<file path="src/rtl/alu_b_pkg.sv">
// ---------------------------------------------------------------------------
// alu_b_pkg
//   Shared definitions for the ALU B-operand stage and its source mux.
//   - stage_state_t : occupancy state of the registered operand stage
//   - fsel_width()  : width of the fwd_sel code for a given source count
//   - idx_width()   : width of a forwarding-source index (0..NFWD-1)
//   - FSEL_NONE / FSEL_SRC_BASE : fwd_sel encoding; code k selects source k-1
// ---------------------------------------------------------------------------
package alu_b_pkg;

  typedef enum logic [1:0] {
    ST_EMPTY = 2'd0,
    ST_WAIT  = 2'd1,
    ST_FULL  = 2'd2
  } stage_state_t;

  // fwd_sel encoding: 0 means "use RT", code k (1..NFWD) means source k-1.
  // Codes above NFWD are not errors; they fall back to RT.
  localparam int FSEL_NONE     = 0;
  localparam int FSEL_SRC_BASE = 1;

  function automatic int fsel_width(input int nfwd);
    return (nfwd < 1) ? 1 : $clog2(nfwd + 1);
  endfunction

  function automatic int idx_width(input int nfwd);
    return (nfwd < 2) ? 1 : $clog2(nfwd);
  endfunction

endpackage

</file>
<file path="src/rtl/alu_b_src_mux.sv">
// ---------------------------------------------------------------------------
// alu_b_src_mux
//   Combinational selection of the ALU B operand candidate.
//   Ports:
//     bsel      in   1 = take ext, 0 = RT / forwarded path
//     fwd_sel   in   0 = RT, k in 1..NFWD = forwarding source k-1, >NFWD = RT
//     rt, ext   in   register-file value and extended immediate
//     fwd_data  in   packed forwarded values, source i at [i*WIDTH +: WIDTH]
//     fwd_valid in   per-source "final data present" flags
//     operand   out  resolved operand (meaningful only when need_wait = 0)
//     need_wait out  selected forwarding source is not yet valid
//     wait_idx  out  index of the selected forwarding source
// ---------------------------------------------------------------------------
module alu_b_src_mux
  import alu_b_pkg::*;
#(
  parameter int WIDTH  = 32,
  parameter int NFWD   = 2,
  parameter int FSEL_W = fsel_width(NFWD),
  parameter int IDX_W  = idx_width(NFWD)
) (
  input  logic                  bsel,
  input  logic [FSEL_W-1:0]     fwd_sel,
  input  logic [WIDTH-1:0]      rt,
  input  logic [WIDTH-1:0]      ext,
  input  logic [NFWD*WIDTH-1:0] fwd_data,
  input  logic [NFWD-1:0]       fwd_valid,
  output logic [WIDTH-1:0]      operand,
  output logic                  need_wait,
  output logic [IDX_W-1:0]      wait_idx
);

  always_comb begin
    operand   = rt;
    need_wait = 1'b0;
    wait_idx  = '0;
    if (bsel) begin
      operand = ext;
    end else begin
      // At most one code matches; unmatched codes (0 or >NFWD) keep RT.
      for (int i = 0; i < NFWD; i++) begin
        if (int'(fwd_sel) == i + FSEL_SRC_BASE) begin
          wait_idx = IDX_W'(i);
          if (fwd_valid[i]) begin
            operand = fwd_data[i*WIDTH +: WIDTH];
          end else begin
            need_wait = 1'b1;
          end
        end
      end
    end
  end

endmodule

</file>
<file path="src/rtl/alu_b_operand_stage.sv">
// ---------------------------------------------------------------------------
// alu_b_operand_stage
//   Registers the ALU B operand (RT, EXT or a forwarded result) into the EX
//   stage behind a valid/ready handshake. When the selected forwarding source
//   is still pending (load-use), the stage parks in WAIT and captures the
//   source as soon as it becomes valid.
//
//   Handshake: a transfer happens on a rising edge where valid and ready are
//   both high; valid never depends on ready, and an offered beat is held
//   (b_out stable while out_valid & !out_ready) until it is taken.
//
//   Ports:
//     clk, reset  clock and synchronous active-high reset
//     in_valid    upstream offers an operand request
//     in_ready    stage accepts this cycle: EMPTY, or FULL while out_ready
//     rt, ext     register-file value and extended immediate
//     bsel        1 = ext, 0 = RT / forwarded path
//     fwd_sel     0 = RT, k = forwarding source k-1, >NFWD = RT
//     fwd_data    packed forwarded values, source i at [i*WIDTH +: WIDTH]
//     fwd_valid   per-source final-data flags
//     flush       discard the held/pending operand and any simultaneous accept
//     out_valid   b_out holds an operand for the ALU
//     out_ready   ALU takes b_out this cycle
//     b_out       registered B operand
//     fwd_wait    stage is waiting on a forwarding source
//     wait_cnt    saturating count of WAIT cycles since reset
//     dbg_state   current stage state (stage_state_t encoding)
// ---------------------------------------------------------------------------
module alu_b_operand_stage
  import alu_b_pkg::*;
#(
  parameter  int WIDTH  = 32,
  parameter  int NFWD   = 2,
  parameter  int CNT_W  = 16,
  localparam int FSEL_W = fsel_width(NFWD)
) (
  input  logic                  clk,
  input  logic                  reset,
  input  logic                  in_valid,
  output logic                  in_ready,
  input  logic [WIDTH-1:0]      rt,
  input  logic [WIDTH-1:0]      ext,
  input  logic                  bsel,
  input  logic [FSEL_W-1:0]     fwd_sel,
  input  logic [NFWD*WIDTH-1:0] fwd_data,
  input  logic [NFWD-1:0]       fwd_valid,
  input  logic                  flush,
  output logic                  out_valid,
  input  logic                  out_ready,
  output logic [WIDTH-1:0]      b_out,
  output logic                  fwd_wait,
  output logic [CNT_W-1:0]      wait_cnt,
  output logic [1:0]            dbg_state
);

  localparam int IDX_W = idx_width(NFWD);

  stage_state_t     state, state_n;
  logic [IDX_W-1:0] wait_idx_q, wait_idx_n;
  logic [WIDTH-1:0] load_val;
  logic             load;

  logic             accept;
  logic [WIDTH-1:0] mux_operand;
  logic             mux_need_wait;
  logic [IDX_W-1:0] mux_wait_idx;
  logic             wait_src_valid;
  logic [WIDTH-1:0] wait_src_data;

  alu_b_src_mux #(
    .WIDTH  (WIDTH),
    .NFWD   (NFWD),
    .FSEL_W (FSEL_W),
    .IDX_W  (IDX_W)
  ) u_src_mux (
    .bsel      (bsel),
    .fwd_sel   (fwd_sel),
    .rt        (rt),
    .ext       (ext),
    .fwd_data  (fwd_data),
    .fwd_valid (fwd_valid),
    .operand   (mux_operand),
    .need_wait (mux_need_wait),
    .wait_idx  (mux_wait_idx)
  );

  // Outputs derived from registered state only; fwd_valid never reaches
  // fwd_wait or out_valid combinationally.
  assign in_ready  = (state == ST_EMPTY) || ((state == ST_FULL) && out_ready);
  assign accept    = in_valid && in_ready;
  assign out_valid = (state == ST_FULL);
  assign fwd_wait  = (state == ST_WAIT);
  assign dbg_state = state;

  // Source being waited on, selected by the latched index.
  always_comb begin
    wait_src_valid = 1'b0;
    wait_src_data  = '0;
    for (int i = 0; i < NFWD; i++) begin
      if (wait_idx_q == IDX_W'(i)) begin
        wait_src_valid = fwd_valid[i];
        wait_src_data  = fwd_data[i*WIDTH +: WIDTH];
      end
    end
  end

  always_comb begin
    state_n    = state;
    wait_idx_n = wait_idx_q;
    load       = 1'b0;
    load_val   = mux_operand;
    unique case (state)
      ST_EMPTY: begin
        if (accept) begin
          if (mux_need_wait) begin
            state_n    = ST_WAIT;
            wait_idx_n = mux_wait_idx;
          end else begin
            state_n = ST_FULL;
            load    = 1'b1;
          end
        end
      end
      ST_FULL: begin
        // Reloading in the same cycle the ALU consumes keeps 1 op/cycle.
        if (out_ready) begin
          if (accept) begin
            if (mux_need_wait) begin
              state_n    = ST_WAIT;
              wait_idx_n = mux_wait_idx;
            end else begin
              load = 1'b1;
            end
          end else begin
            state_n = ST_EMPTY;
          end
        end
      end
      ST_WAIT: begin
        if (wait_src_valid) begin
          state_n  = ST_FULL;
          load     = 1'b1;
          load_val = wait_src_data;
        end
      end
      default: state_n = ST_EMPTY;
    endcase
    // Flush overrides everything except reset; b_out is left untouched.
    if (flush) begin
      state_n = ST_EMPTY;
      load    = 1'b0;
    end
  end

  always_ff @(posedge clk) begin
    if (reset) begin
      state      <= ST_EMPTY;
      wait_idx_q <= '0;
      b_out      <= '0;
    end else begin
      state      <= state_n;
      wait_idx_q <= wait_idx_n;
      if (load) begin
        b_out <= load_val;
      end
    end
  end

  // Counts every cycle spent in WAIT, including a cycle that ends in flush;
  // flush does not clear it.
  always_ff @(posedge clk) begin
    if (reset) begin
      wait_cnt <= '0;
    end else if ((state == ST_WAIT) && (wait_cnt != {CNT_W{1'b1}})) begin
      wait_cnt <= wait_cnt + 1'b1;
    end
  end

endmodule

</file>
<file path="config.mk">
export PLATFORM = sky130hd
export DESIGN_NAME = alu_b_operand_stage
export DESIGN_NICKNAME = d
export VERILOG_FILES = /design/src/rtl/alu_b_pkg.sv /design/src/rtl/alu_b_src_mux.sv /design/src/rtl/alu_b_operand_stage.sv
export SDC_FILE = /design/constraint.sdc
export NUM_CORES = 1
export LEC_CHECK = 0
export ABC_AREA = 1
export CAP_MARGIN = 40
export CORE_MARGIN = 4
export CORE_UTILIZATION = 59
export DETAILED_ROUTE_END_ITERATION = 10
export DONT_BUFFER_PORTS = 1
export PLACE_DENSITY = 0.78
export SLEW_MARGIN = 10
export SYNTH_ARGS = -nofsm -noshare
export SYNTH_HDL_FRONTEND = slang
export SYNTH_SLANG_ARGS = --single-unit
</file>
<file path="constraint.sdc">
create_clock -name clk -period 1.48 [get_ports clk]
set_clock_uncertainty 0.15 [all_clocks]
set_input_delay 0.148 -clock clk [delete_from_list [all_inputs] [get_ports clk]]
set_output_delay 0.148 -clock clk [all_outputs]
set_load 0.005 [all_outputs]
</file>
==> metrics <==
Async SR Flop Fraction=0%; status=finished, violations left; num rows=33; net switching power=0.001166 W; Worst-path clk slew=110 ps; full die area=10150 µm²; FILL cells=666; initial antenna violation count=0; hold path startpoint=reset; vias in the first global route=5299; worst-margin pin slew=397.8 ps; Sw Ratio=32.38%; min cycle time layout=1601 ps; Skew-Pair Late Insertion Delay=320 ps; final-report hold violation count=16; top post-synthesis cells by count=nand2_1, nor2_1, inv_1, nand4_1, dfxtp_1; most frequent cell after synthesis=nand2_1; Hold Buf Count CTS=2; Tcrit/Tclk final=108.1%; CP Capture Type=flip-flop; Avg WL per Cell=15.84 µm; Yosys top cell area share=25.80%; sequential share of the synthesized area=20.11%; clock root buffer=clkbuf_8; largest net degree at the start of global routing=52; Die Y=100.8 µm; Mapped Nets=1110; initial core utilization=61.18%; Leakage=3.253 nW; critical path class=reg -> reg; dpl hpwl=10610 µm; GRT overflow=0; Die W=100.8 µm; DR vias/cell=5.638; pwr/cell area=566.0 nW/µm²; post-synth top area cell=nand2_1; register area=1051 µm²; Pint=0.002434 W; H-tree depth=2; port bufs=0; routed wire length=17570 µm; Layout area overhead=25.26%; ANT nets after route=0; main area contributors after synthesis=nand2_1, dfxtp_1, nor2_1, inv_1, nand4_1; FF-to-FF Start=wait_idx_q; clk buf depth=2; number of synthesized flops with an enable pin=0; crit-path max FO=8; DRC Markers=0; final net count=1142; unrepaired setup endpoints after global routing=true; num ports=191; final setup violation count=48; r2r setup slk=-120 ps; Netlist cell types=31; combinational share of power=26.6%; clk sinks=51; DR pass1 iterations=5; Arrival @ worst endpoint=1670 ps; proportion of layout cells with a drive suffix above 1=21.61%; via count=6253; dominant synthesized flop cell=dfxtp_1; Synth Register Bits=51; Min Hold Slack=-293.6 ps; worst relative slew slack=73.48%; Max Fclk=624.8 MHz; type of origin of the critical path=flip-flop; drt initial violations=471; first-pass GRT wire length=24820 µm; Reg power frac=41.7%; worst min path class=in -> reg; setup TNS=-3418 ps; failing checks=hold timing, setup timing; max-slew violation count=0; Worst VDD drop=0.5581 mV; CP required=1550 ps; setup ws final=-120.6 ps; Synth Instances=971; hold depth=1; total track usage=29.67%; CTS Buf Count=5; clock power share=31.7%; ANT cells=0; Ys Warns=0; Endpoint, Worst Hold=wait_cnt[7]; gp weighted congestion=0.8758; Netlist Area Pre-Place=5077 µm²; TritonCTS clock tree=done; R2R cell count=7; core area=8299 µm²; R2R Path End=b_out[29]; syn avg cell area=5.229 µm²; area of the multi-input gates=3540 µm²; max-cap viol count=0
## stage by stage
stage          setup WS (ps)  util [%]  cell area, µm²  std cells  power [W]
2_1_floorplan         -32.95         -            5106        971   0.002206
3_3_place_gp          -76.17     66.12            5488       1083   0.002309
3_5_place_dp          -142.3     66.12            5488       1083   0.002317
4_1_cts               -34.74     69.34            5754       1096   0.003458
5_1_grt               -165.1     76.63            6360       1109   0.003778
6_report              -120.6     76.63            6360       1109   0.003600
## final cells by class
class,count,share of cell area (%)
Clock inverter,2,0.5902
Inverter,154,9.443
Multi-Input combinational cell,706,55.66
Tap cell,105,2.066
Sequential cell,51,16.53
Timing Repair Buffer,85,14.24
Clock buffer,6,1.476
## worst max-delay path, cell delays in order, from the launching register on
cell and delay [ps]:
dfxtp_4 390, o21ai_4 210, nand2_4 120, nand2_4 110, nand2_8 120, clkbuf_16 200
nor2_1 130, nor2_1 60
## placed cells by master (no fill, tap or decap), types with 3 or more instances in the layout
master / count
inv_1: 146
nand2_8: 3
nor2_1: 129
nand3_2: 11
nor2_4: 12
dfxtp_4: 6
buf_4: 62
inv_4: 4
nand4_1: 72
dfxtp_2: 6
clkbuf_16: 9
nand2_2: 30
buf_6: 4
nor2_2: 17
nand3_1: 38
a21oi_1: 4
a21oi_2: 14
nand2_1: 315
nand3_4: 3
dfxtp_1: 39
clkbuf_8: 5
buf_12: 8
nand2_4: 11
o21ai_0: 33
## power groups by stage
stage / Combinational, W / Sequential, W / Clock, W
6_report: 0.000957 / 0.00150 / 0.00114
5_1_grt: 0.00108 / 0.00151 / 0.00119
4_1_cts: 0.000798 / 0.00151 / 0.00115
3_5_place_dp: 0.000780 / 0.00154 / 0
3_3_place_gp: 0.000773 / 0.00154 / 0
2_1_floorplan: 0.000688 / 0.00152 / 0
## layer usage
layer	up-vias	wire length, µm	global-route usage [%]
li1	3031	-	-
met1	2745	6621	38.62
met2	422	8416	48.81
met3	55	2024	6.990
met4	0	509	8.601
met5	-	0	0
## sequential cells by signal (all words and copies together) (netlist names)
name        count
dbg_state       2
b_out          32
wait_cnt       16
wait_idx_q      1
## cells by family (layout without fill, tap and decap cells)
family,after synthesis,count (layout),synth area share (%)
flops,51,51,20.11
xor+xnor,5,5,0.8627
compound gates,55,55,6.235
buf+inv,216,247,18.46
simple gates,643,645,54.09
fa+ha+maj,1,1,0.2464
## worst max path at each step
stage	cells after the start	start	to
after CTS	9	wait_cnt[0]	wait_cnt[5]
after floorplan	10	wait_cnt[1]	wait_cnt[8]
final	7	wait_idx_q	b_out[29]
after global routing	7	wait_cnt[14]	wait_cnt[0]
after detailed placement	8	wait_cnt[0]	wait_cnt[13]
after global placement	8	wait_cnt[0]	wait_cnt[14]
## repair_timing
action,in CTS,in global routing
endpoints found under the setup margin,41,50
pin swaps,8,29
resized for setup,26,108
cloned,1,9
hold endpoints to repair,17,16
buffers inserted,2,4
Note: power is estimated with default switching activity, not from simulation.
